<file path="config.mk">
export PLATFORM = sky130hd
export DESIGN_NAME = bat_uop_sequencer_flat
export DESIGN_NICKNAME = d
export VERILOG_FILES = /design/src/rtl/bat_uop_sequencer_if.sv /design/src/rtl/bat_uop_sequencer.sv /design/src/flat_wrapper.sv
export SDC_FILE = /design/constraint.sdc
export NUM_CORES = 1
export LEC_CHECK = 0
export ABC_AREA = 1
export BUFFER_PORTS_ARGS = -buffer_cell sky130_fd_sc_hd__buf_2
export CAP_MARGIN = 40
export CORE_UTILIZATION = 49
export CTS_BUF_LIST = sky130_fd_sc_hd__clkbuf_2 sky130_fd_sc_hd__clkbuf_4 sky130_fd_sc_hd__clkbuf_8
export DETAILED_ROUTE_END_ITERATION = 7
export GPL_TIMING_DRIVEN = 0
export PLACE_DENSITY = 0.94
export SKIP_CTS_REPAIR_TIMING = 1
export SLEW_MARGIN = 20
export SYNTH_ARGS = -nofsm -noshare
export SYNTH_HDL_FRONTEND = slang
export SYNTH_SLANG_ARGS = --single-unit
</file>
<file path="constraint.sdc">
create_clock -name CLK -period 4.7 [get_ports CLK]
set_input_delay 1.41 -clock CLK [delete_from_list [all_inputs] [get_ports CLK]]
set_output_delay 1.41 -clock CLK [all_outputs]
set_load 0.01 [all_outputs]
</file>
<file path="src/rtl/bat_uop_sequencer_if.sv">
// Control bus between the BatAmateur micro-op sequencer and its datapath.
// master: the sequencer (takes INSTR, ALU_FLAGS, RAM_READY, RUN; drives every strobe).
// slave:  the datapath (drives the status inputs, consumes the strobes).
// Strobes: PC_INC/PC_RW/PC_EN, MAR_LOAD/MAR_EN, RAM_RW/RAM_EN, IR_LOAD/IR_EN,
//          per-register REGS_INC/REGS_RW/REGS_EN, ALU_EN/ALU_OP, HALTED, FAULT, RETIRE.
interface bat_uop_sequencer_if #(
  parameter int unsigned NUM_REGS = 8,
  parameter int unsigned ALU_OP_W = 5,
  parameter int unsigned FLAG_W   = 8
);
  logic [15:0]         INSTR;
  logic [FLAG_W-1:0]   ALU_FLAGS;
  logic                RAM_READY;
  logic                RUN;

  logic                PC_INC;
  logic                PC_RW;
  logic                PC_EN;
  logic                MAR_LOAD;
  logic                MAR_EN;
  logic                RAM_RW;
  logic                RAM_EN;
  logic                IR_LOAD;
  logic                IR_EN;
  logic [NUM_REGS-1:0] REGS_INC;
  logic [NUM_REGS-1:0] REGS_RW;
  logic [NUM_REGS-1:0] REGS_EN;
  logic                ALU_EN;
  logic [ALU_OP_W-1:0] ALU_OP;
  logic                HALTED;
  logic                FAULT;
  logic                RETIRE;

  modport master (
    input  INSTR, ALU_FLAGS, RAM_READY, RUN,
    output PC_INC, PC_RW, PC_EN, MAR_LOAD, MAR_EN, RAM_RW, RAM_EN, IR_LOAD, IR_EN,
           REGS_INC, REGS_RW, REGS_EN, ALU_EN, ALU_OP, HALTED, FAULT, RETIRE
  );

  modport slave (
    output INSTR, ALU_FLAGS, RAM_READY, RUN,
    input  PC_INC, PC_RW, PC_EN, MAR_LOAD, MAR_EN, RAM_RW, RAM_EN, IR_LOAD, IR_EN,
           REGS_INC, REGS_RW, REGS_EN, ALU_EN, ALU_OP, HALTED, FAULT, RETIRE
  );
endinterface

</file>
<file path="src/rtl/bat_uop_sequencer.sv">
// Micro-op sequencer for the BatAmateur datapath: fetch, decode and execute FSM that drives
// the bus enables and read/write strobes of PC, MAR, RAM, IR, register file and ALU.
// Ports:
//   CLK  - clock
//   RST  - synchronous, active-low reset (forces RST_S)
//   bus  - bat_uop_sequencer_if.master: instruction/flags/RAM_READY/RUN in, strobes out
// Strobes are combinational in state, INSTR, ALU_FLAGS and RAM_READY; only the state is stored.
module bat_uop_sequencer #(
  parameter int unsigned NUM_REGS = 8,
  parameter int unsigned ALU_OP_W = 5,
  parameter int unsigned FLAG_W   = 8,
  parameter int unsigned FLAG_BIT = 0
) (
  input logic                 CLK,
  input logic                 RST,
  bat_uop_sequencer_if.master bus
);

  typedef enum logic [2:0] {RST_S, F_ADDR, F_IR, EX1, EX2, EX3, HALT, FAULT} state_e;

  localparam logic [NUM_REGS-1:0] RegA = NUM_REGS'(1);
  localparam logic [NUM_REGS-1:0] RegB = NUM_REGS'(2);

  state_e state_q, state_d;

  function automatic logic [NUM_REGS-1:0] reg_oh(input logic [2:0] idx);
    logic [NUM_REGS-1:0] v;
    v = '0;
    for (int i = 0; i < int'(NUM_REGS); i++) begin
      if (int'(idx) == i) v[i] = 1'b1;
    end
    return v;
  endfunction

  logic [2:0]          rd, rs;
  logic [4:0]          op;
  logic                is_reg, is_mov, is_inc, is_halt, is_alu;
  logic                rd_bad, rs_bad, reg_fault;
  logic                flag, taken;
  logic [NUM_REGS-1:0] rd_oh, rs_oh, tgt_oh, alu_dst;
  logic                is_store;

  assign rd       = bus.INSTR[5:3];
  assign rs       = bus.INSTR[2:0];
  assign op       = bus.INSTR[11:7];
  // Register class shares INSTR[15:14] = 01 with direct jumps, so it is decoded first.
  assign is_reg   = (bus.INSTR[15:12] == 4'b0111);
  assign is_mov   = is_reg && (op == 5'b11111);
  assign is_inc   = is_reg && (op == 5'b11110);
  assign is_halt  = is_reg && (op == 5'b11101);
  assign is_alu   = is_reg && !is_mov && !is_inc && !is_halt;
  assign rd_bad   = (32'(rd) >= NUM_REGS);
  assign rs_bad   = (32'(rs) >= NUM_REGS);
  assign reg_fault = ((is_mov || is_alu) && (rd_bad || rs_bad)) || (is_inc && rd_bad);
  assign rd_oh    = reg_oh(rd);
  assign rs_oh    = reg_oh(rs);
  assign tgt_oh   = bus.INSTR[12] ? RegB : RegA;
  assign is_store = bus.INSTR[13];
  assign alu_dst  = bus.INSTR[6] ? RegA : RegB;
  assign flag     = bus.ALU_FLAGS[FLAG_BIT];

  always_comb begin
    unique case (bus.INSTR[13:12])
      2'b00:   taken = 1'b1;
      2'b01:   taken = !flag;
      2'b10:   taken = flag;
      default: taken = 1'b0;
    endcase
  end

  always_comb begin
    // Idle control word is the base for every state.
    bus.PC_INC   = 1'b0;
    bus.PC_RW    = 1'b1;
    bus.PC_EN    = 1'b0;
    bus.MAR_LOAD = 1'b0;
    bus.MAR_EN   = 1'b1;
    bus.RAM_RW   = 1'b1;
    bus.RAM_EN   = 1'b0;
    bus.IR_LOAD  = 1'b0;
    bus.IR_EN    = 1'b0;
    bus.REGS_INC = '0;
    bus.REGS_RW  = '1;
    bus.REGS_EN  = '0;
    bus.ALU_EN   = 1'b0;
    bus.ALU_OP   = '0;
    bus.HALTED   = 1'b0;
    bus.FAULT    = 1'b0;
    bus.RETIRE   = 1'b0;
    state_d      = state_q;

    case (state_q)
      RST_S: state_d = F_ADDR;

      F_ADDR: begin
        bus.PC_EN    = 1'b1;
        bus.MAR_LOAD = 1'b1;
        state_d      = F_IR;
      end

      F_IR: begin
        bus.RAM_EN  = 1'b1;
        bus.IR_LOAD = 1'b1;
        bus.IR_EN   = 1'b1;
        if (bus.RAM_READY) begin
          bus.PC_INC = 1'b1;
          state_d    = EX1;
        end
      end

      EX1: begin
        if (is_reg) begin
          if (reg_fault) begin
            state_d = FAULT;
          end else if (is_mov) begin
            bus.REGS_EN = rd_oh | rs_oh;
            bus.REGS_RW = ~rd_oh | rs_oh;
            bus.RETIRE  = 1'b1;
            state_d     = F_ADDR;
          end else if (is_inc) begin
            bus.REGS_INC = rd_oh;
            bus.RETIRE   = 1'b1;
            state_d      = F_ADDR;
          end else if (is_halt) begin
            bus.RETIRE = 1'b1;
            state_d    = HALT;
          end else begin
            // Stage rd into A unless it already is A.
            if (rd != 3'd0) begin
              bus.REGS_EN = RegA | rd_oh;
              bus.REGS_RW = ~RegA;
            end
            state_d = EX2;
          end
        end else if (bus.INSTR[15:14] == 2'b01) begin
          // PC already advanced in F_IR, so a non-taken jump needs no PC strobes.
          if (taken) begin
            bus.IR_EN = 1'b1;
            bus.PC_EN = 1'b1;
            bus.PC_RW = 1'b0;
          end
          bus.RETIRE = 1'b1;
          state_d    = F_ADDR;
        end else begin
          bus.IR_EN    = 1'b1;
          bus.MAR_LOAD = 1'b1;
          state_d      = EX2;
        end
      end

      EX2: begin
        if (is_reg) begin
          // Stage rs into B unless it already is B.
          if (rs != 3'd1) begin
            bus.REGS_EN = RegB | rs_oh;
            bus.REGS_RW = ~RegB;
          end
          state_d = EX3;
        end else begin
          unique case (bus.INSTR[15:14])
            2'b11: begin
              if (taken) begin
                bus.RAM_EN = 1'b1;
                bus.PC_EN  = 1'b1;
                bus.PC_RW  = 1'b0;
              end
              if (!taken || bus.RAM_READY) begin
                bus.RETIRE = 1'b1;
                state_d    = F_ADDR;
              end
            end
            2'b00: begin
              bus.RAM_EN  = 1'b1;
              bus.REGS_EN = tgt_oh;
              if (is_store) bus.RAM_RW  = 1'b0;
              else          bus.REGS_RW = ~tgt_oh;
              if (bus.RAM_READY) begin
                bus.RETIRE = 1'b1;
                state_d    = F_ADDR;
              end
            end
            2'b10: begin
              // Fetch the pointer word back into MAR.
              bus.RAM_EN   = 1'b1;
              bus.MAR_LOAD = 1'b1;
              if (bus.RAM_READY) state_d = EX3;
            end
            default: state_d = FAULT;
          endcase
        end
      end

      EX3: begin
        if (is_reg) begin
          bus.ALU_EN  = 1'b1;
          bus.ALU_OP  = bus.INSTR[6+ALU_OP_W:7];
          bus.REGS_EN = alu_dst;
          bus.REGS_RW = ~alu_dst;
          bus.RETIRE  = 1'b1;
          state_d     = F_ADDR;
        end else begin
          bus.RAM_EN  = 1'b1;
          bus.REGS_EN = tgt_oh;
          if (is_store) bus.RAM_RW  = 1'b0;
          else          bus.REGS_RW = ~tgt_oh;
          if (bus.RAM_READY) begin
            bus.RETIRE = 1'b1;
            state_d    = F_ADDR;
          end
        end
      end

      HALT: begin
        bus.HALTED = 1'b1;
        if (bus.RUN) state_d = F_ADDR;
      end

      FAULT: bus.FAULT = 1'b1;

      default: state_d = FAULT;
    endcase
  end

  always_ff @(posedge CLK) begin
    if (!RST) state_q <= RST_S;
    else      state_q <= state_d;
  end

endmodule

</file>
<file path="src/flat_wrapper.sv">
// flat-port wrapper written by rule: the top's interface ports become plain ports
module bat_uop_sequencer_flat 
#(
  parameter int unsigned NUM_REGS = 8,
  parameter int unsigned ALU_OP_W = 5,
  parameter int unsigned FLAG_W   = 8,
  parameter int unsigned FLAG_BIT = 0
)
  (CLK, RST, bus_INSTR, bus_ALU_FLAGS, bus_RAM_READY, bus_RUN, bus_PC_INC, bus_PC_RW, bus_PC_EN, bus_MAR_LOAD, bus_MAR_EN, bus_RAM_RW, bus_RAM_EN, bus_IR_LOAD, bus_IR_EN, bus_REGS_INC, bus_REGS_RW, bus_REGS_EN, bus_ALU_EN, bus_ALU_OP, bus_HALTED, bus_FAULT, bus_RETIRE);
  bat_uop_sequencer_if #(.NUM_REGS(NUM_REGS), .ALU_OP_W(ALU_OP_W), .FLAG_W(FLAG_W)) bus_i ();
  input logic CLK;
  input logic RST;
  input wire logic [$bits(bus_i.INSTR)-1:0] bus_INSTR;
  input wire logic [$bits(bus_i.ALU_FLAGS)-1:0] bus_ALU_FLAGS;
  input wire logic [$bits(bus_i.RAM_READY)-1:0] bus_RAM_READY;
  input wire logic [$bits(bus_i.RUN)-1:0] bus_RUN;
  output wire logic [$bits(bus_i.PC_INC)-1:0] bus_PC_INC;
  output wire logic [$bits(bus_i.PC_RW)-1:0] bus_PC_RW;
  output wire logic [$bits(bus_i.PC_EN)-1:0] bus_PC_EN;
  output wire logic [$bits(bus_i.MAR_LOAD)-1:0] bus_MAR_LOAD;
  output wire logic [$bits(bus_i.MAR_EN)-1:0] bus_MAR_EN;
  output wire logic [$bits(bus_i.RAM_RW)-1:0] bus_RAM_RW;
  output wire logic [$bits(bus_i.RAM_EN)-1:0] bus_RAM_EN;
  output wire logic [$bits(bus_i.IR_LOAD)-1:0] bus_IR_LOAD;
  output wire logic [$bits(bus_i.IR_EN)-1:0] bus_IR_EN;
  output wire logic [$bits(bus_i.REGS_INC)-1:0] bus_REGS_INC;
  output wire logic [$bits(bus_i.REGS_RW)-1:0] bus_REGS_RW;
  output wire logic [$bits(bus_i.REGS_EN)-1:0] bus_REGS_EN;
  output wire logic [$bits(bus_i.ALU_EN)-1:0] bus_ALU_EN;
  output wire logic [$bits(bus_i.ALU_OP)-1:0] bus_ALU_OP;
  output wire logic [$bits(bus_i.HALTED)-1:0] bus_HALTED;
  output wire logic [$bits(bus_i.FAULT)-1:0] bus_FAULT;
  output wire logic [$bits(bus_i.RETIRE)-1:0] bus_RETIRE;
  assign bus_i.INSTR = bus_INSTR;
  assign bus_i.ALU_FLAGS = bus_ALU_FLAGS;
  assign bus_i.RAM_READY = bus_RAM_READY;
  assign bus_i.RUN = bus_RUN;
  assign bus_PC_INC = bus_i.PC_INC;
  assign bus_PC_RW = bus_i.PC_RW;
  assign bus_PC_EN = bus_i.PC_EN;
  assign bus_MAR_LOAD = bus_i.MAR_LOAD;
  assign bus_MAR_EN = bus_i.MAR_EN;
  assign bus_RAM_RW = bus_i.RAM_RW;
  assign bus_RAM_EN = bus_i.RAM_EN;
  assign bus_IR_LOAD = bus_i.IR_LOAD;
  assign bus_IR_EN = bus_i.IR_EN;
  assign bus_REGS_INC = bus_i.REGS_INC;
  assign bus_REGS_RW = bus_i.REGS_RW;
  assign bus_REGS_EN = bus_i.REGS_EN;
  assign bus_ALU_EN = bus_i.ALU_EN;
  assign bus_ALU_OP = bus_i.ALU_OP;
  assign bus_HALTED = bus_i.HALTED;
  assign bus_FAULT = bus_i.FAULT;
  assign bus_RETIRE = bus_i.RETIRE;
  bat_uop_sequencer #(.NUM_REGS(NUM_REGS), .ALU_OP_W(ALU_OP_W), .FLAG_W(FLAG_W), .FLAG_BIT(FLAG_BIT)) u_core (.CLK(CLK), .RST(RST), .bus(bus_i));
endmodule
</file>
==> run metrics, run 1 <==
internal power=~100 uW; vias in the first global route=roughly 1400; I/O pin count=70; Starting Density=0.522; number of flops mapped to enable cells by yosys=0; hold_sp=u_core.state_q[1]; Worst Setup End Kind=output port; r2r endpoint=u_core.state_q[0]; Inserted Clock Buffers=3; core box area=around 2200 um2; total global-route track usage=0.282; R2R setup slack=3.10 ns; Synth top area share=0.168; worst setup margin=about 0.19 ns; DR pass1 iterations=5; period utilisation layout=0.959; first-pass GRT wire length=between 5000 and 6000 um; worst hold stages=2; wire length per cell=approximately 11 um; hpwl dp=between 2000 and 3000 um; hold path endpoint=u_core.state_q[1]; CP max stage cell=ha_1; initial drt markers=90; non-filler instance count after layout=~320; Detailed Route WL=around 3600 um; Post-Synth Simple-Gate Area=0.539; worst vdd ir=between 0.15 and 0.2 mV; RSZ-0062 raised after global routing=false; Sw Ratio=0.463; worst r2r path cells=10; Die Area=approximately 2600 um2; Post-Syn Instances=roughly 230; number of nets with antenna violations after routing=0; Hold WC Path Type=flip-flop to flip-flop; Largest register FFs=3; final net count=330; pins over their slew limit=0; vias=1786; Vias/cell=5.51; clock-pin slew on the worst setup and hold paths=around 0.04 ns; Rows=17; Post-Syn Area=around 1200 um2; later-pin clock latency in the skew report=0.23 ns; die span in y=about 51 um; largest family of logic cells by synthesized area=simple AND/OR/NAND/NOR gates; switching pwr=just under 90 uW; TritonCTS clock tree=yes; ys async rst share=0; combinational share of power=0.558; initial antenna violation count=0; Worst Path Max Fanout=10; Placed Cells incl. Taps=320; post-synthesis mux area share=0; sequential share of power=0.176; CP max stage delay=between 0.3 and 0.4 ns; residual DRC count=0; startpoint types=primary input; sequential area share after synthesis=0.0516; DIE WIDTH=50.8 um; CTS H-tree depth=1; power density cells=125 nW/um2; Antenna Cells=0; CTS root buf=clkbuf_4; largest net degree at the start of global routing=11; crit path DAT=3.10 ns; Synth-to-Final Area Change=32.2%; Net Count, Synth=~260; leakage power total=0.000794 uW; layout cell share with drive strength beyond 1=0.264; CP Class=primary input to output port; final setup fails=0; global route overflow=0; CP required=3.29 ns; maximum root-to-sink buffer count=2; Power, Total=roughly 190 uW; synthesized area per cell=5.04 um2; Critical Path Most Common Cell=buf_2; biggest regs=u_core.state_q x3; status=finished, final reports clean; final hold slack=slightly above 0.5 ns; register with the highest flop count=u_core.state_q; Final Hold Violating Endpoints=0; IO Port Bufs=a little over 60; post-synth cell types=30; clock power share=0.266; maxcap violations=0; Yosys reg bits=3; Place WS=roughly 0.11 ns; Placer Congestion=around 0.93; FF-to-FF Start=u_core.state_q[1]; count of synthesis-stage warnings from yosys=0; CP cell instances=buf_2, inv_1, ha_1, nand3_2, nor2_1, buf_2, nor2_1, inv_1, nand3_1, nand2_1, nand2_1, buf_2; Synth Area in Compound Gates=0.193; total negative slack=0 ns; top post-synthesis cells by area=nand2_1, inv_1, nor2_1; min Tclk post-route=4.51 ns; Synth Area in Adders=0.0537; worst clock skew=slightly below 0.005 ns; post-synth top area cell=nand2_1; XOR/XNOR Fraction of Synth Area=0; Peak Freq=around 0.22 GHz; most common flop cell mapped by yosys=dfxtp_1; CTS sink count=3
through the flow:
stage	utilization	cell area [um2]
after global routing	0.690	1540
after detailed placement	0.674	1510
after global placement	0.674	1510
after floorplan	-	1160
final	0.690	1540
after CTS	0.687	1540
power groups by stage:
stage / Combinational, uW / Clock (uW) / Sequential, uW
finish: 108 / 51.3 / 33.9
global placement: 103 / 0 / 34.2
floorplan: 68.3 / 0 / 33.3
global route: 120 / 57.2 / 34.5
CTS: 106 / 51.8 / 33.9
detailed placement: 105 / 0 / 34.2
routing by layer:
layer	vias up	routed length, um	global-route usage	share of wire
met5	-	0	0	0
met4	0	12	0.0417	0.0033
met3	2	339	0.0182	0.093
met2	103	1740	0.476	0.48
met1	781	1550	0.395	0.43
li1	900	-	-	-
cells in the mapped netlist (all sizes together) (2+ instances only):
cell type  number
inv            41
dfxtp           3
nand3          25
nor3           14
o2111ai         2
nand2          52
o21ai          21
a21oi           7
nand4           9
ha              5
nor2           37
buf             4
worst max-delay path, delay by kind of cell:
kind,cells,cell delay (ns)
and+or+nand+nor,6,0.65
adders and majority gates,1,0.33
buffers and inverters,5,0.69
cell families after synthesis:
| family | Yosys count |
|---|---|
| AOI/OAI and AO/OA | 39 |
| other | 1 |
| and+or+nand+nor | 137 |
| DFF | 3 |
| adders and majority gates | 5 |
| buffers and inverters | 46 |
area by class of cell:
cell class              count  area (um2)
plain buffers               4        25.0
multi-input cells         182         925
well taps                  28        35.0
repair buffers             61         305
fillers                   221         693
flip-flops and latches      3        60.1
inverters                  42         160
clock buffers               4        30.0
worst max-delay path by stage:
| stage | from | to | cells past startpoint | slack (ns) |
|---|---|---|---|---|
| 2_1_floorplan | bus_INSTR[15] | bus_REGS_EN[2] | 9 | 0.61 |
| 3_3_place_gp | bus_INSTR[15] | bus_REGS_EN[6] | 11 | 0.16 |
| 3_5_place_dp | bus_INSTR[15] | bus_REGS_EN[6] | 11 | 0.11 |
| 4_1_cts | bus_INSTR[15] | bus_REGS_EN[6] | 11 | 0.10 |
| 5_1_grt | bus_INSTR[15] | bus_REGS_RW[0] | 12 | 0.009 |
| 6_report | bus_INSTR[15] | bus_REGS_RW[0] | 12 | 0.19 |
cell usage in the layout, fill, tap and decap left out, drive strengths merged:
cell type  netlist  routed
clkinv           1       1
a22oi            1       1
clkbuf           0       4
a211o            1       1
a311oi           1       1
o21ai           21      21
buf              4      65
a211oi           1       1
nor2            37      37
o31ai            1       1
nand3           25      25
a31oi            1       1
o22ai            1       1
o211ai           1       1
o21bai           1       1
ha               5       5
nor3            14      14
a21oi            7       7
nand2           52      52
o2111ai          2       2
conb             1       1
nand4            9       9
inv             41      41
dfxtp            3       3
Power figures use the tool's default switching activity.
==> run 2, diff against run 1 <==
--- a/config.mk
+++ b/config.mk
@@ -12,7 +12,7 @@
 export CTS_BUF_LIST = sky130_fd_sc_hd__clkbuf_2 sky130_fd_sc_hd__clkbuf_4 sky130_fd_sc_hd__clkbuf_8
 export DETAILED_ROUTE_END_ITERATION = 7
 export GPL_TIMING_DRIVEN = 0
-export PLACE_DENSITY = 0.94
+export PLACE_DENSITY = 0.86
 export SKIP_CTS_REPAIR_TIMING = 1
 export SLEW_MARGIN = 20
 export SYNTH_ARGS = -nofsm -noshare
==> run metrics, run 2 (same netlist as run 1, synthesis figures left out) <==
worst clock skew=0.000974 ns (was 0.00489 ns); Vias/cell=5.49 (was 5.51); startpoint types=primary input (unchanged); R2R setup slack=3.05 ns (was 3.10 ns); later-pin clock latency in the skew report=0.23 ns (about the same); Inserted Clock Buffers=3 (unchanged); TritonCTS clock tree=yes (unchanged); vias=1789 (was 1786); Fill cells=227 (was 221); FF-to-FF Start=u_core.state_q[1] (unchanged); crit path from=bus_INSTR[15] (unchanged); RSZ-0062 raised after global routing=false (unchanged); Synth-to-Final Area Change=33.7% (was 32.2%); Hold WC Path Type=flip-flop to flip-flop (unchanged); hpwl dp=2870 um (was 2890 um); period utilisation layout=0.962 (was 0.959); IO Port Bufs=61 (unchanged); residual DRC count=0 (unchanged); maximum root-to-sink buffer count=2 (unchanged); Worst Path Max Fanout=6 (was 10); Antenna Cells=0 (unchanged); Post-DP Area=1510 um2 (unchanged); CP max stage delay=0.26 ns (was 0.33 ns); Placed Cells incl. Taps=320 (unchanged); Place WS=0.105 ns (was 0.108 ns); CTS sink count=3 (unchanged); Peak Freq=0.221 GHz (was 0.222 GHz); most frequent cells in the layout=buf_2, nand2_1, inv_1 (unchanged); Largest register FFs=3 (unchanged); clock-pin slew on the worst setup and hold paths=0.04 ns (about the same); Top Family by Delay on Critical Path=simple AND/OR/NAND/NOR gates (was buffers and inverters); hold path endpoint=u_core.state_q[1] (unchanged); combinational share of power=0.559 (was 0.558); CP required=3.29 ns (about the same); Rows=17 (unchanged); worst-margin pin slew=approximately 0.5 ns; r2r endpoint=u_core.state_q[0] (unchanged); final hold slack=0.494 ns (was 0.505 ns); pins over their slew limit=0 (unchanged); switching pwr=91.0 uW (was 89.3 uW); most common cell after layout, fill and taps aside=buf_2 (unchanged); sequential share of power=0.174 (was 0.176); layout cell share with drive strength beyond 1=0.272 (was 0.264); I/O pin count=70 (unchanged); total negative slack=0 ns (unchanged); Placer Congestion=0.900 (was 0.931); crit path DAT=3.11 ns (was 3.10 ns); internal power=104 uW (was 103 uW); final net count=332 (was 330); maxcap violations=0 (unchanged); CP max stage cell=ha_2 (was ha_1); Finished Cell Area=1560 um2 (was 1540 um2); global route overflow=0 (unchanged); hold_sp=u_core.state_q[1] (unchanged); Worst Setup End Kind=output port (unchanged); worst setup margin=0.177 ns (was 0.191 ns); Die Area=2580 um2 (unchanged); vias in the first global route=1385 (was 1371); register with the highest flop count=u_core.state_q (unchanged); largest net degree at the start of global routing=11 (unchanged); first-pass GRT wire length=5850 um (was 5870 um); DR pass1 iterations=5 (unchanged); Starting Density=0.522 (unchanged); Sw Ratio=0.468 (was 0.463); Detailed Route WL=3710 um (was 3640 um); min Tclk post-route=4.52 ns (was 4.51 ns); biggest regs=u_core.state_q x3 (unchanged); CTS H-tree depth=1 (unchanged); CP Class=primary input to output port (unchanged); worst vdd ir=0.110 mV (was 0.151 mV); Rel. slew slack=0.669; clock power share=0.267 (was 0.266); CTS root buf=clkbuf_4 (unchanged); initial drt markers=92 (was 90); Buf/Inv on CP=4 (was 5); leakage power total=0.000800 uW (was 0.000794 uW); total global-route track usage=0.289 (was 0.282); wire length per cell=11.4 um (was 11.2 um); non-filler instance count after layout=326 (was 324); core box area=2230 um2 (unchanged); status=finished, final reports clean (unchanged); number of nets with antenna violations after routing=0 (unchanged); die span in y=50.8 um (unchanged); Final Hold Violating Endpoints=0 (unchanged); worst r2r path cells=10 (unchanged); CP cell instances=buf_2, inv_1, ha_2, nand3_2, nor2_1, nand2_1, o21ai_0, nor3_4, buf_4, nand2_1, o21ai_0, buf_2 (was buf_2, inv_1, ha_1, nand3_2, nor2_1, buf_2, nor2_1, inv_1, nand3_1, nand2_1, nand2_1, buf_2); final setup fails=0 (unchanged); worst hold stages=2 (unchanged); initial antenna violation count=0 (unchanged); DIE WIDTH=50.8 um (unchanged); power density cells=125 nW/um2 (about the same)
==> run 2: cell count changes in the layout (fill, tap and decap cells not counted) <==
cell,previous run,this run
ha_2,0,1
buf_4,2,4
ha_1,5,4
==> run 2: how the worst max path moves through the flow <==
stage	endpoint	slack [ns]	depth (start not counted)
2_1_floorplan	bus_REGS_EN[2]	0.61	9
3_3_place_gp	bus_REGS_EN[6]	0.16	11
3_5_place_dp	bus_REGS_EN[4]	0.11	11
5_1_grt	bus_REGS_EN[5]	0.04	12
6_report	bus_REGS_EN[4]	0.18	12
4_1_cts	bus_REGS_EN[4]	0.11	11
==> run 2: area by class of cell <==
cell class	instances	area, um2	area share
Buffer	4	25.0	0.0161
Inverter	42	160	0.103
Clock buffer	4	30.0	0.0193
Sequential cell	3	60.1	0.0386
Tap cell	28	35.0	0.0225
Multi-Input combinational cell	182	927	0.595
Timing Repair Buffer	63	320	0.206
==> run 2: per-layer routing <==
layer,vias up,part of all wire,GRT usage
met3,2,0.098,0.0273
met5,-,0,0
met1,783,0.45,0.410
met2,105,0.45,0.453
met4,0,0.0016,0.0880
li1,899,-,-
==> run 2: worst min-delay path, stage by stage (launching register included) <==
cell and delay [ns]:
dfxtp_1 0.31, nand2_1 0.07, a21oi_1 0.06
==> run 2: per-stage QoR <==
| stage | power [uW] | util |
|---|---|---|
| finish | 195 | 0.697 |
| global route | 212 | 0.697 |
| CTS | 194 | 0.687 |
| detailed placement | 139 | 0.674 |
| global placement | 138 | 0.674 |
| floorplan | 102 | - |
==> run 2: power groups by stage <==
stage / Sequential [uW] / Clock [uW] / Combinational, uW
finish: 33.8 / 51.9 / 109
global route: 34.2 / 58.2 / 120
CTS: 33.8 / 53.5 / 106
detailed placement: 34.1 / 0 / 105
global placement: 34.3 / 0 / 104
floorplan: 33.3 / 0 / 68.3
